`src/rtl/uart_tx_mmio.sv`:
```
// Memory-mapped 8N1 UART transmitter with a small TX FIFO on the CPU data bus.
// Register window: 0x0 TXDATA, 0x4 STATUS, 0x8 BAUDDIV, 0xC reserved.
module uart_tx_mmio #(
    parameter logic [31:0] BASE_ADDR   = 32'hFFFF_0000,
    parameter int          FIFO_DEPTH  = 8,
    parameter logic [15:0] DEFAULT_DIV = 16'd434
) (
    input  logic        clk,
    input  logic        reset,
    input  logic        Memwrite,
    input  logic [31:0] Memaddr,
    input  logic [31:0] MemWdata,
    output logic        sel,
    output logic [31:0] rdata,
    output logic        uart_txd
);
    localparam int          AW         = $clog2(FIFO_DEPTH);
    localparam logic [AW:0] FULL_COUNT = (AW + 1)'(FIFO_DEPTH);

    typedef enum logic [1:0] {IDLE, START, DATA, STOP} state_t;

    logic [7:0]    fifo_mem [FIFO_DEPTH];
    logic [AW-1:0] wr_ptr;
    logic [AW-1:0] rd_ptr;
    logic [AW:0]   count;
    logic          overflow;
    logic [15:0]   bauddiv;
    logic [15:0]   div_q;
    logic [15:0]   bit_cnt;
    logic [7:0]    shift;
    logic [2:0]    bit_idx;
    state_t        state;

    logic fifo_full;
    logic fifo_empty;
    logic busy;
    logic wr_tx;
    logic wr_status;
    logic wr_baud;
    logic push;
    logic pop;
    logic bit_done;
    logic unused_bits;

    assign sel        = (Memaddr[31:4] == BASE_ADDR[31:4]);
    assign wr_tx      = Memwrite & sel & (Memaddr[3:2] == 2'd0);
    assign wr_status  = Memwrite & sel & (Memaddr[3:2] == 2'd1);
    assign wr_baud    = Memwrite & sel & (Memaddr[3:2] == 2'd2);
    assign fifo_full  = (count == FULL_COUNT);
    assign fifo_empty = (count == '0);
    assign busy       = (state != IDLE);
    assign bit_done   = (bit_cnt == div_q - 16'd1);

    // Fullness uses the pre-edge count, so a same-cycle pop never rescues a write.
    assign push = wr_tx & ~fifo_full;
    assign pop  = ~fifo_empty & ((state == IDLE) | ((state == STOP) & bit_done));

    assign unused_bits = ^{Memaddr[1:0], MemWdata[31:16]};

    always_comb begin
        rdata = '0;
        if (sel) begin
            case (Memaddr[3:2])
                2'd1:    rdata = {23'd0, 5'(count), overflow, busy, fifo_empty, fifo_full};
                2'd2:    rdata = {16'd0, bauddiv};
                default: rdata = '0;
            endcase
        end
    end

    always_ff @(posedge clk) begin
        if (push) begin
            fifo_mem[wr_ptr] <= MemWdata[7:0];
        end
    end

    always_ff @(posedge clk) begin
        if (reset) begin
            wr_ptr   <= '0;
            rd_ptr   <= '0;
            count    <= '0;
            overflow <= 1'b0;
            bauddiv  <= DEFAULT_DIV;
        end else begin
            if (push) begin
                wr_ptr <= wr_ptr + 1'b1;
            end
            if (pop) begin
                rd_ptr <= rd_ptr + 1'b1;
            end
            case ({push, pop})
                2'b10:   count <= count + 1'b1;
                2'b01:   count <= count - 1'b1;
                default: count <= count;
            endcase
            if (wr_tx & fifo_full) begin
                overflow <= 1'b1;
            end else if (wr_status & MemWdata[3]) begin
                overflow <= 1'b0;
            end
            if (wr_baud) begin
                bauddiv <= (MemWdata[15:0] == 16'd0) ? 16'd1 : MemWdata[15:0];
            end
        end
    end

    // Divider is latched per frame so BAUDDIV writes only affect the next frame.
    always_ff @(posedge clk) begin
        if (reset) begin
            state    <= IDLE;
            uart_txd <= 1'b1;
            bit_cnt  <= '0;
            bit_idx  <= '0;
            shift    <= '0;
            div_q    <= DEFAULT_DIV;
        end else begin
            case (state)
                IDLE: begin
                    uart_txd <= 1'b1;
                    bit_cnt  <= '0;
                    if (pop) begin
                        shift    <= fifo_mem[rd_ptr];
                        div_q    <= bauddiv;
                        uart_txd <= 1'b0;
                        state    <= START;
                    end
                end
                START: begin
                    if (bit_done) begin
                        bit_cnt  <= '0;
                        bit_idx  <= '0;
                        uart_txd <= shift[0];
                        state    <= DATA;
                    end else begin
                        bit_cnt <= bit_cnt + 16'd1;
                    end
                end
                DATA: begin
                    if (bit_done) begin
                        bit_cnt <= '0;
                        if (bit_idx == 3'd7) begin
                            uart_txd <= 1'b1;
                            state    <= STOP;
                        end else begin
                            shift    <= {1'b0, shift[7:1]};
                            uart_txd <= shift[1];
                            bit_idx  <= bit_idx + 3'd1;
                        end
                    end else begin
                        bit_cnt <= bit_cnt + 16'd1;
                    end
                end
                STOP: begin
                    if (bit_done) begin
                        bit_cnt <= '0;
                        if (pop) begin
                            shift    <= fifo_mem[rd_ptr];
                            div_q    <= bauddiv;
                            uart_txd <= 1'b0;
                            state    <= START;
                        end else begin
                            state <= IDLE;
                        end
                    end else begin
                        bit_cnt <= bit_cnt + 16'd1;
                    end
                end
                default: begin
                    uart_txd <= 1'b1;
                    state    <= IDLE;
                end
            endcase
        end
    end

endmodule

```
`config.mk`:
```
export PLATFORM = sky130hd
export DESIGN_NAME = uart_tx_mmio
export DESIGN_NICKNAME = d
export VERILOG_FILES = /design/src/rtl/uart_tx_mmio.sv
export SDC_FILE = /design/constraint.sdc
export NUM_CORES = 1
export LEC_CHECK = 0
export ABC_AREA = 1
export BUFFER_PORTS_ARGS = -buffer_cell sky130_fd_sc_hd__buf_2
export CAP_MARGIN = 20
export CORE_MARGIN = 4
export CORE_UTILIZATION = 44
export CTS_CLUSTER_SIZE = 20
export DETAILED_ROUTE_END_ITERATION = 7
export SLEW_MARGIN = 40
export SYNTH_ARGS = -nofsm -noshare
export SYNTH_HDL_FRONTEND = slang
export SYNTH_SLANG_ARGS = --single-unit
export TNS_END_PERCENT = 100
```
`constraint.sdc`:
```
create_clock -name clk -period 5.4 [get_ports clk]
set_input_delay 0.54 -clock clk [delete_from_list [all_inputs] [get_ports clk]]
set_output_delay 0.54 -clock clk [all_outputs]
set_load 0.005 [all_outputs]
```
Yosys cells after proc, flatten, opt, wreduce, memory -nomap -nowiden
Memories as Yosys holds them, arrays and structs flattened. A register that Yosys moved wholly into a read port is not among the register bits.
Cells that the tools add are included.
- equal/unequal tests: 18
- bitwise gates (word level): 12
- add/sub/neg operators: 7
- multiplexer cells: 38
- reduce and logical (&&, ||, !) cells: 16
- operators with widths (operator ; number):
    16-bit one-hot mux with 2 select lines ; 3
    16-bit 2-to-1 mux ; 5
    8-bit 2-to-1 mux ; 4
    28-bit equality test, second input constant ; 1
    8-bit one-hot mux with 3 select lines ; 1
    16-bit by 1-bit adder with 16-bit output, second input constant ; 1
    16-bit equality test ; 1
    16-bit logical NOT ; 1
    16-bit by 1-bit subtractor with 16-bit output, second input constant ; 1
    3-bit 2-to-1 mux ; 5
    2-bit != test, second input constant ; 7
    4-bit AND reduction ; 3
    1-bit 2-to-1 mux ; 11
    2-bit 2-to-1 mux ; 5
    2-bit nonzero test ; 5
    3-bit by 1-bit adder with 3-bit output, second input constant ; 3
    1-bit bitwise AND ; 9
    2-bit equality test, second input constant ; 4
    2-bit one-hot mux with 4 select lines ; 1
    4-bit one-hot mux with 2 select lines ; 1
    2-bit by 1-bit equality test with 1-bit output, second input constant ; 3
    3-bit one-hot mux with 2 select lines ; 1
    5-bit AND reduction ; 1
    4-bit by 1-bit adder with 4-bit output, second input constant ; 1
    11 further kinds ; 13
- output and inout bits: 34
- bits of input ports: 67
- memories: 1
- register bits: 73
- memory bits (writable): 64
- memories (memory ; depth ; width ; read ports ; clocked after memory_dff ; wr ports ; line ; source):
    fifo_mem ; 8 ; 8 ; 1 ; 1 ; 1 ; 22 ; logic [7:0] fifo_mem [FIFO_DEPTH];

Longest topological paths before layout
Gate-level depths: netlist (run 1).
- depth in word-level cells: 8
- depth in mapped cells: 22

Least setup slack after synthesis (run 1)
OpenSTA, ideal clock, no wires.
- kind: input to register
- start point: input port Memaddr[30]
- end point: memory fifo_mem[0][0], enable pin
- arrival time: 2.453 ns
- path buffers: 0
- setup time: 0.383 ns
- stages: 8
- setup slack: 2.564 ns
- cell sequence: nand4_1 or3_1 nor2_1 inv_2 nor2_4 nand3_2 or2_1 nor3_1
- word-level cells in the longest chain between the ends: 6
- ends and longest elaborated chain (element ; line ; source):
    start: declaration ; 11 ; input logic [31:0] Memaddr,
    28-bit equality test ; 45 ; assign sel = (Memaddr[31:4] == BASE_ADDR[31:4]);
    via sel ; 13 ; output logic sel,
    1-bit bitwise AND (2 in a row) ; 46 ; assign wr_tx = Memwrite & sel & (Memaddr[3:2] == 2'd0);
    1-bit bitwise AND ; 55 ; assign push = wr_tx & ~fifo_full;
    1-bit 2-to-1 mux ; 72 ; if (push) begin
    1-bit 2-to-1 mux (not written as such) ; 73 ; fifo_mem[wr_ptr] <= MemWdata[7:0];
    end: declaration ; 22 ;
The timed path passes the listed nets, and every way through them passes these cells.

Worst setup path in the final report (run 1)
- start point: register div_q[0]
- end point: register count[2]
- word-level cells in the longest chain between the ends: 7
- ends and longest elaborated chain (element ; line ; source):
    start: declaration ; 28 ; logic [15:0] div_q;
    start signal: assignment ; 123 ; div_q <= bauddiv;
    start signal: assignment ; 158 ; div_q <= bauddiv;
    16-bit by 1-bit subtractor with 16-bit output (*) ; 52 ; assign bit_done = (bit_cnt == div_q - 16'd1);
    16-bit equality test (*) ; 52 ;
    1-bit bitwise AND (*) ; 56 ; assign pop = ~fifo_empty & ((state == IDLE) | ((state == STOP) & bit_done));
    1-bit bitwise OR (*) ; 56 ;
    1-bit bitwise AND (*) ; 56 ;
    via pop ; 41 ; logic pop;
    2-bit by 1-bit equality test with 1-bit output / 2-bit equality test (equally long branches) ; 91 ; case ({push, pop})
    4-bit one-hot mux with 2 select lines / 2-bit nonzero test (equally long branches) ; -- ;
    end signal: assignment ; 92 ; 2'b10: count <= count + 1'b1;
    end signal: assignment ; 93 ; 2'b01: count <= count - 1'b1;
    end signal: assignment ; 94 ; default: count <= count;
    end: declaration ; 25 ; logic [AW:0] count;
Mark *: on every way through the listed nets, which the timed path passes. The rest lies on a longest branch.
A chain may end at the register's enable or synchronous reset.

==> summary.md, run 1 <==
| Metric | Value |
|---|---|
| Cell Area, Synth | `6890 um2` |
| Combinational share of power | `approximately 32%` |
| Post-DR vias/cell | `approximately 5.0` |
| Most common cell after layout, fill and taps aside | `sky130_fd_sc_hd__nand2_1` |
| Final-report hold violation count | `0` |
| Worst r2r src | `div_q[0]` |
| Wire length of the first global-routing pass | `26500 um` |
| Count of standard-cell rows | `between 40 and 50` |
| DP Wirelength | `~11000 um` |
| Pwr Density | `455 nW/um2` |
| Tcrit/Tclk final | `approximately 60%` |
| Switching share of total power | `36.6%` |
| Number of global-route vias before repair | `between 5000 and 6000` |
| Iteration-0 DRC Markers | `around 280` |
| Buffer cell driving the clock tree root | `sky130_fd_sc_hd__clkbuf_16` |
| Internal power of the cells | `about 2300 uW` |
| Fraction of the yosys area taken by sequential cells | `between 40% and 50%` |
| Number of buffers inserted during clock tree synthesis | `17` |
| Transition time at the pin with the least slew margin | `roughly 0.80 ns` |
| RSZ-0062 raised after global routing | `no` |
| Number of buffer and inverter stages on the critical path | `2` |
| Worst setup startpoint | `div_q[0]` |
| Routed vias | `approximately 5700` |
| GRT overflow | `0` |
| Weighted congestion at the end of routability-driven global placement | `~0.82` |
| Post-route DRC violation count | `0` |
| Y dimension of the die | `133 um` |
| Highest ir drop seen on vdd | `approximately 0.28 mV` |
| Maximum number of pins on one net before global-route repair | `38` |
| Min Clock Period, post-route | `between 3 and 4 ns` |
| Die W | `133 um` |
| Post-synth cell types | `44` |
| Crit path launch type | `register` |
| Worst-case clock skew | `between 0.009 and 0.01 ns` |
| Synthesis Warnings | `0` |
| # Post-CTS Setup Buffers | `0` |
| Cell-by-cell trace of the critical path | `inv_2, ha_1, nand2_2, nor2_4, nand2_2, o21bai_2, nand2_1, nor2_1, nand2_2, nor2_4, nand2_4, nand2_2, ha_1, xor2_1, ha_1, a21oi_1, xor2_1, o21ai_0, inv_1` |
| Maximum achievable frequency | `approximately 310 MHz` |
| Static leakage | `between 0.003 and 0.004 uW` |
| Slowest cell delay on critical path | `between 0.3 and 0.4 ns` |
| Result of the run | `finished clean` |
| CP dominant cell by count | `sky130_fd_sc_hd__nand2_2` |
| Setup TNS | `0 ns` |
| Critical path start-end classification | `register to register` |
| Count of final setup violators | `0` |
| Most frequent cells in the layout | `sky130_fd_sc_hd__nand2_1, sky130_fd_sc_hd__nor2_1, sky130_fd_sc_hd__inv_1, sky130_fd_sc_hd__dfxtp_1, sky130_fd_sc_hd__buf_2` |
| DIE AREA | `about 18000 um2` |
| Routed wire length | `~16000 um` |
| Flip-flop and latch count after synthesis | `between 100 and 150` |
| Number of antenna violations at the first check in global routing | `0` |
| Average cell area after synthesis | `roughly 8.3 um2` |
| Quantity of I/O buffers inserted on ports | `66` |
| Worst setup EP type | `register` |
| Clock tree from TritonCTS | `done` |
| Dominant register cell in the synthesized netlist | `sky130_fd_sc_hd__dfxtp_1` |
| Maximum net fanout on the critical path | `10` |
| Ports placed on the boundary | `between 100 and 150` |
| Start point of the worst min-delay path | `MemWdata[8]` |
| Asr flop ratio synth | `0%` |
| Total power after layout | `between 3000 and 4000 uW` |
| Placeable core region | `between 15000 and 20000 um2` |
| Clock power share | `between 30% and 40%` |
| Ant. Diodes | `0` |
| Req. time, crit path | `about 5.7 ns` |
| DRT antenna net count | `0` |
| Fraction of layout instances using a drive strength above 1 | `about 15%` |
| NumNets Final | `slightly below 1000` |
| Initial standard-cell utilization of the core | `between 40% and 50%` |
| Post-layout util | `between 50% and 60%` |
| Relative slew margins | `between 40% and 50%` |
| Worst Path Arrival | `between 3 and 4 ns` |
| Final max-slew violation count | `0` |
| Source-to-sink clock delay at the later pin of the worst-skew pair | `roughly 0.42 ns` |
| Global-route total usage across every layer | `18.5%` |
| Largest buffer count on any clock path | `2` |
| Number of iterations in the first detailed-routing pass | `5` |
| Hold-fix buffers, CTS | `0` |
| Sinks on the clock net | `140` |
| Wire length per cell after detailed routing | `14.2 um` |
| Clock slew seen by the registers of the worst setup and hold paths | `~0.060 ns` |
| Critical-path top delay cell | `sky130_fd_sc_hd__dfxtp_1` |
| Worst min-delay path category | `primary input to register` |
| Number of maximum-capacitance violations | `0` |
| Post-CTS resize count | `0` |
| Cell family with most CP delay | `simple AND/OR/NAND/NOR gates` |
| Reg power frac | `approximately 36%` |
| Number of standard cells after synthesis | `about 830` |
| Layout overhead on the synthesized area | `15.8%` |
| Level count of the clock H-tree | `4` |
| Number of synthesized flops with an enable pin | `64` |
| Net switching power | `1330 uW` |
cell type report:
type	count	area (um2)
clock inverter	13	138
multi-input combinational	580	2970
fill	1478	7280
clock buffer	19	443
tap	211	264
sequential	140	3440
inverter	87	328
timing repair buffer	75	398
cell usage after synthesis, drive strengths merged (4+ instances only):
cell,count,area share (%)
o21ai,64,4.7
dfxtp,76,22
nand3b,4,0.44
nor2,102,6.3
xnor2,6,0.76
buf,22,2.2
a21oi,51,3.7
nand2,187,11
edfxtp,64,28
inv,85,4.6
nand3,45,3.8
nand4,17,1.5
ha,17,3.1
o211ai,4,0.44
o221ai,4,0.51
nor4,7,0.64
nor3,17,1.4
clkbuf,18,0.98
xor2,11,1.4
o22ai,14,1.4
power groups by stage:
stage | Combinational (uW) | Clock (uW) | Sequential [uW]
2_1_floorplan | 909 | 0 | 1310
4_1_cts | 1160 | 1170 | 1320
5_1_grt | 1340 | 1220 | 1330
3_3_place_gp | 1140 | 0 | 1340
3_5_place_dp | 1150 | 0 | 1340
6_report | 1160 | 1150 | 1320
per-layer routing:
layer	vias up	GRT usage, %	wire, um
li1	2896	-	-
met1	2636	25.2	7650
met2	133	29.4	7450
met3	10	5.10	816
met4	0	4.63	117
met5	-	0	0
state kept, by name (all words and copies together), names as in the netlist, named ones only:
| name | cells |
|---|---|
| rd_ptr | 3 |
| overflow | 1 |
| bit_cnt | 16 |
| bit_idx | 3 |
| uart_txd | 1 |
| state | 2 |
| bauddiv | 16 |
| shift | 8 |
| fifo_mem | 64 |
| wr_ptr | 3 |
| count | 4 |
| div_q | 16 |
worst reg2reg max path: cells and delay by family, from the launching register on:
kind	cells	cell delay, ns
xor+xnor	2	0.38
fa+ha+maj	3	0.73
simple gates	9	1.27
flops	1	0.32
buf+inv	2	0.14
compound gates	3	0.32
per-stage QoR:
step           std cells  hold WS, ns  area [um2]  setup slack, ns
2_1_floorplan        847        0.439        6940             2.56
3_3_place_gp        1093        0.455        7390             2.25
3_5_place_dp        1093        0.462        7400             2.17
4_1_cts             1125        0.340        7980             2.14
5_1_grt             1125        0.371        7980             1.78
6_report            1125        0.362        7980             2.13
final timing paths:
check,endpoint,slack [ns],cells past startpoint
min reg2reg,shift[0],0.46,2
max reg2reg,count[2],2.13,19
min,bauddiv[8],0.36,3
max,count[2],2.13,19
cell families after synthesis:
group	Yosys count	synth area share, %
simple gates	384	25.1
fa+ha+maj	17	3.09
compound gates	146	11.7
xor+xnor	17	2.16
flops	140	50.0
buf+inv	127	7.88
other cells	1	0.0544
Power figures use the tool's default switching activity.
==> run 2: changes to the inputs <==
PLACE_DENSITY = 0.67   (was default)
clock period = 2.6 ns   (was 5.4 ns; I/O delays follow)
==> run 2 against run 1 <==
- die area did not move
- register-to-register slack got worse by 2.1 ns
- sequential power rose by 110%
==> summary.md, run 2 (synthesis results as in run 1) <==
| Metric | Value |
|---|---|
| Result of the run | `finished clean` |
| DRT antenna net count | `0 (unchanged)` |
| DP Area | `7620 um2 (+3.0%)` |
| DIE AREA | `17700 um2 (unchanged)` |
| Fin worst setup slack | `0.0212 ns (-2.11 ns)` |
| Routed wire length | `16100 um (+0.77%)` |
| Placeable core region | `15300 um2 (unchanged)` |
| Number of global-route vias before repair | `5464 (+1.5%)` |
| Iteration-0 DRC Markers | `412 (+46%)` |
| Final-report hold violation count | `0 (unchanged)` |
| Number of maximum-capacitance violations | `0 (unchanged)` |
| Largest buffer count on any clock path | `2 (unchanged)` |
| Ports placed on the boundary | `101 (unchanged)` |
| Worst min-delay path category | `primary input to register` |
| Total power after layout | `8030 uW (+120%)` |
| Global-route total usage across every layer | `18.5% (about the same)` |
| GRT overflow | `0 (unchanged)` |
| Sinks on the clock net | `140 (unchanged)` |
| Worst R2R Path Depth | `18 (-1)` |
| Number of buffers inserted during clock tree synthesis | `17 (unchanged)` |
| Hold-fix buffers, CTS | `0 (unchanged)` |
| Critical path start-end classification | `register to register` |
| Last element of the critical path | `count[3]` |
| Maximum net fanout on the critical path | `5 (-5)` |
| Req. time, crit path | `2.91 ns (-2.80 ns)` |
| Max FFs per register | `64 (unchanged)` |
| Maximum number of pins on one net before global-route repair | `33 (-13%)` |
| Source-to-sink clock delay at the later pin of the worst-skew pair | `0.43 ns (about the same)` |
| Pre-CTS worst setup slack | `-0.0577 ns (-2.23 ns)` |
| Static leakage | `0.00342 uW (+5.7%)` |
| Fill count | `1381 (-6.6%)` |
| Worst Path Arrival | `2.89 ns (-0.68 ns)` |
| Number of antenna violations at the first check in global routing | `0 (unchanged)` |
| Most frequent cells in the layout | `sky130_fd_sc_hd__nand2_1, sky130_fd_sc_hd__nor2_1, sky130_fd_sc_hd__inv_1` |
| Count of standard-cell rows | `45 (unchanged)` |
| Post-route DRC violation count | `0 (unchanged)` |
| Register containing the most flip-flops in the final layout | `fifo_mem` |
| Level count of the clock H-tree | `4 (unchanged)` |
| Most common cell after layout, fill and taps aside | `sky130_fd_sc_hd__nand2_1` |
| Initial standard-cell utilization of the core | `45.1% (unchanged)` |
| Tcrit/Tclk final | `99.2% (+39 points)` |
| Weighted congestion at the end of routability-driven global placement | `0.837 (+2.3%)` |
| Pwr Density | `961 nW/um2 (+110%)` |
| Fraction of layout instances using a drive strength above 1 | `20.1% (+4.6 points)` |
| Area of all placed cells without fillers | `8350 um2 (+4.7%)` |
| Number of iterations in the first detailed-routing pass | `5 (unchanged)` |
| Clock tree from TritonCTS | `done` |
| DP Wirelength | `11400 um (+0.29%)` |
| Maximum achievable frequency | `388 MHz (+27%)` |
| Worst-case register-to-register setup slack | `0.02 ns (-2.11 ns)` |
| Buffer cell driving the clock tree root | `sky130_fd_sc_hd__clkbuf_16` |
| Die W | `133 um (unchanged)` |
| Relative slew margins | `62.4% (+15 points)` |
| Y dimension of the die | `133 um (unchanged)` |
| Ant. Diodes | `0 (unchanged)` |
| Crit path launch type | `register` |
| RSZ-0062 raised after global routing | `yes` |
| Layout overhead on the synthesized area | `21.2%` |
| Routed vias | `5840 (+2.9%)` |
| NumNets Final | `1018 (+3.4%)` |
| Worst r2r src | `div_q[3]` |
| Quantity of I/O buffers inserted on ports | `66 (unchanged)` |
| Clock slew seen by the registers of the worst setup and hold paths | `0.06 ns (about the same)` |
| Worst-case clock skew | `0.00801 ns (-0.00193 ns)` |
| Wire length per cell after detailed routing | `13.9 um (-2.1%)` |
| Count of final setup violators | `0 (unchanged)` |
| Worst setup EP type | `register` |
| Post-layout util | `54.7% (+2.4 points)` |
| Reg2reg end | `count[3]` |
| Highest ir drop seen on vdd | `0.553 mV (+100%)` |
| Wire length of the first global-routing pass | `26400 um (-0.16%)` |
| Transition time at the pin with the least slew margin | `0.563 ns (-0.232 ns)` |
| Min Clock Period, post-route | `2.58 ns (-0.687 ns)` |
| Post-DR vias/cell | `5.04 (about the same)` |
| Worst setup startpoint | `div_q[3]` |
| Final max-slew violation count | `0 (unchanged)` |
[run 2: cell count changes in the layout (fill, tap and decap cells not counted), sizes merged]
cell      previous run  this run
buf                 75       108
inv                 89        94
clkbuf              19        17
clkinv               7         5
clkinvlp             2         1
[run 2: layout make-up]
class                      count  area, um2  area share, %
inverter                      87        327           3.91
tap                          211        264           3.16
timing repair buffer         108        658           7.88
multi-input combinational    580       3060           36.6
clock buffer                  17        425           5.09
clock inverter                15        175           2.10
sequential                   140       3450           41.3
[run 2: critical path, stage by stage, from the launching register on]
cell and delay, ns:
sky130_fd_sc_hd__dfxtp_1 0.36, sky130_fd_sc_hd__nor2_4 0.20, sky130_fd_sc_hd__nand2_4 0.09, sky130_fd_sc_hd__nor2_4 0.17, sky130_fd_sc_hd__nand2_2 0.08, sky130_fd_sc_hd__o21bai_2 0.12, sky130_fd_sc_hd__nand2_1 0.06, sky130_fd_sc_hd__nor2_1 0.11
sky130_fd_sc_hd__nand2_2 0.10, sky130_fd_sc_hd__nor2_4 0.14, sky130_fd_sc_hd__nand2_4 0.06, sky130_fd_sc_hd__nand2_4 0.08, sky130_fd_sc_hd__ha_4 0.19, sky130_fd_sc_hd__xor2_4 0.16, sky130_fd_sc_hd__nand3b_1 0.11, sky130_fd_sc_hd__a21oi_1 0.15
sky130_fd_sc_hd__o21ai_1 0.10, sky130_fd_sc_hd__o21ai_1 0.14, sky130_fd_sc_hd__a21oi_1 0.05
[run 2: stage by stage]
stage	TNS, ns	instances	hold WS [ns]
final	0	1158	0.0668
after global routing	-2.31	1158	0.0744
after CTS	0	1154	0.0522
after detailed placement	-0.0854	1117	0.458
after global placement	0	1117	0.451
after floorplan	0	847	0.359
[run 2: per-layer routing]
metal / share of wire [%] / track usage, % / vias up
met2: 45 / 28.7 / 184
met3: 6.0 / 4.08 / 20
li1: - / - / 2969
met5: 0 / 0 / -
met4: 1.6 / 6.40 / 0
met1: 47 / 25.8 / 2667
[run 2: what timing repair did]
| item | in CTS | in global routing |
|---|---|---|
| setup buffers | 5 | 4 |
| setup endpoints to repair | 2 | 11 |
| gates resized for setup | 6 | 14 |
| pin swaps | 13 | 7 |
[run 2: power by group]
| group | internal (uW) | switching (uW) | total [uW] | leakage (uW) |
|---|---|---|---|---|
| Clock | 1450 | 1030 | 2480 | 0.000297 |
| Sequential | 2530 | 195 | 2720 | 0.00119 |
| Combinational | 1080 | 1740 | 2820 | 0.00193 |
[run 2: worst min-delay path by stage]
stage | startpoint | end | cells past startpoint
6_report | MemWdata[8] | bauddiv[8] | 3
3_3_place_gp | overflow | overflow | 2
5_1_grt | MemWdata[8] | bauddiv[8] | 3
3_5_place_dp | shift[0] | shift[0] | 2
4_1_cts | MemWdata[8] | bauddiv[8] | 3
2_1_floorplan | MemWdata[0] | fifo_mem[0][0] | 0
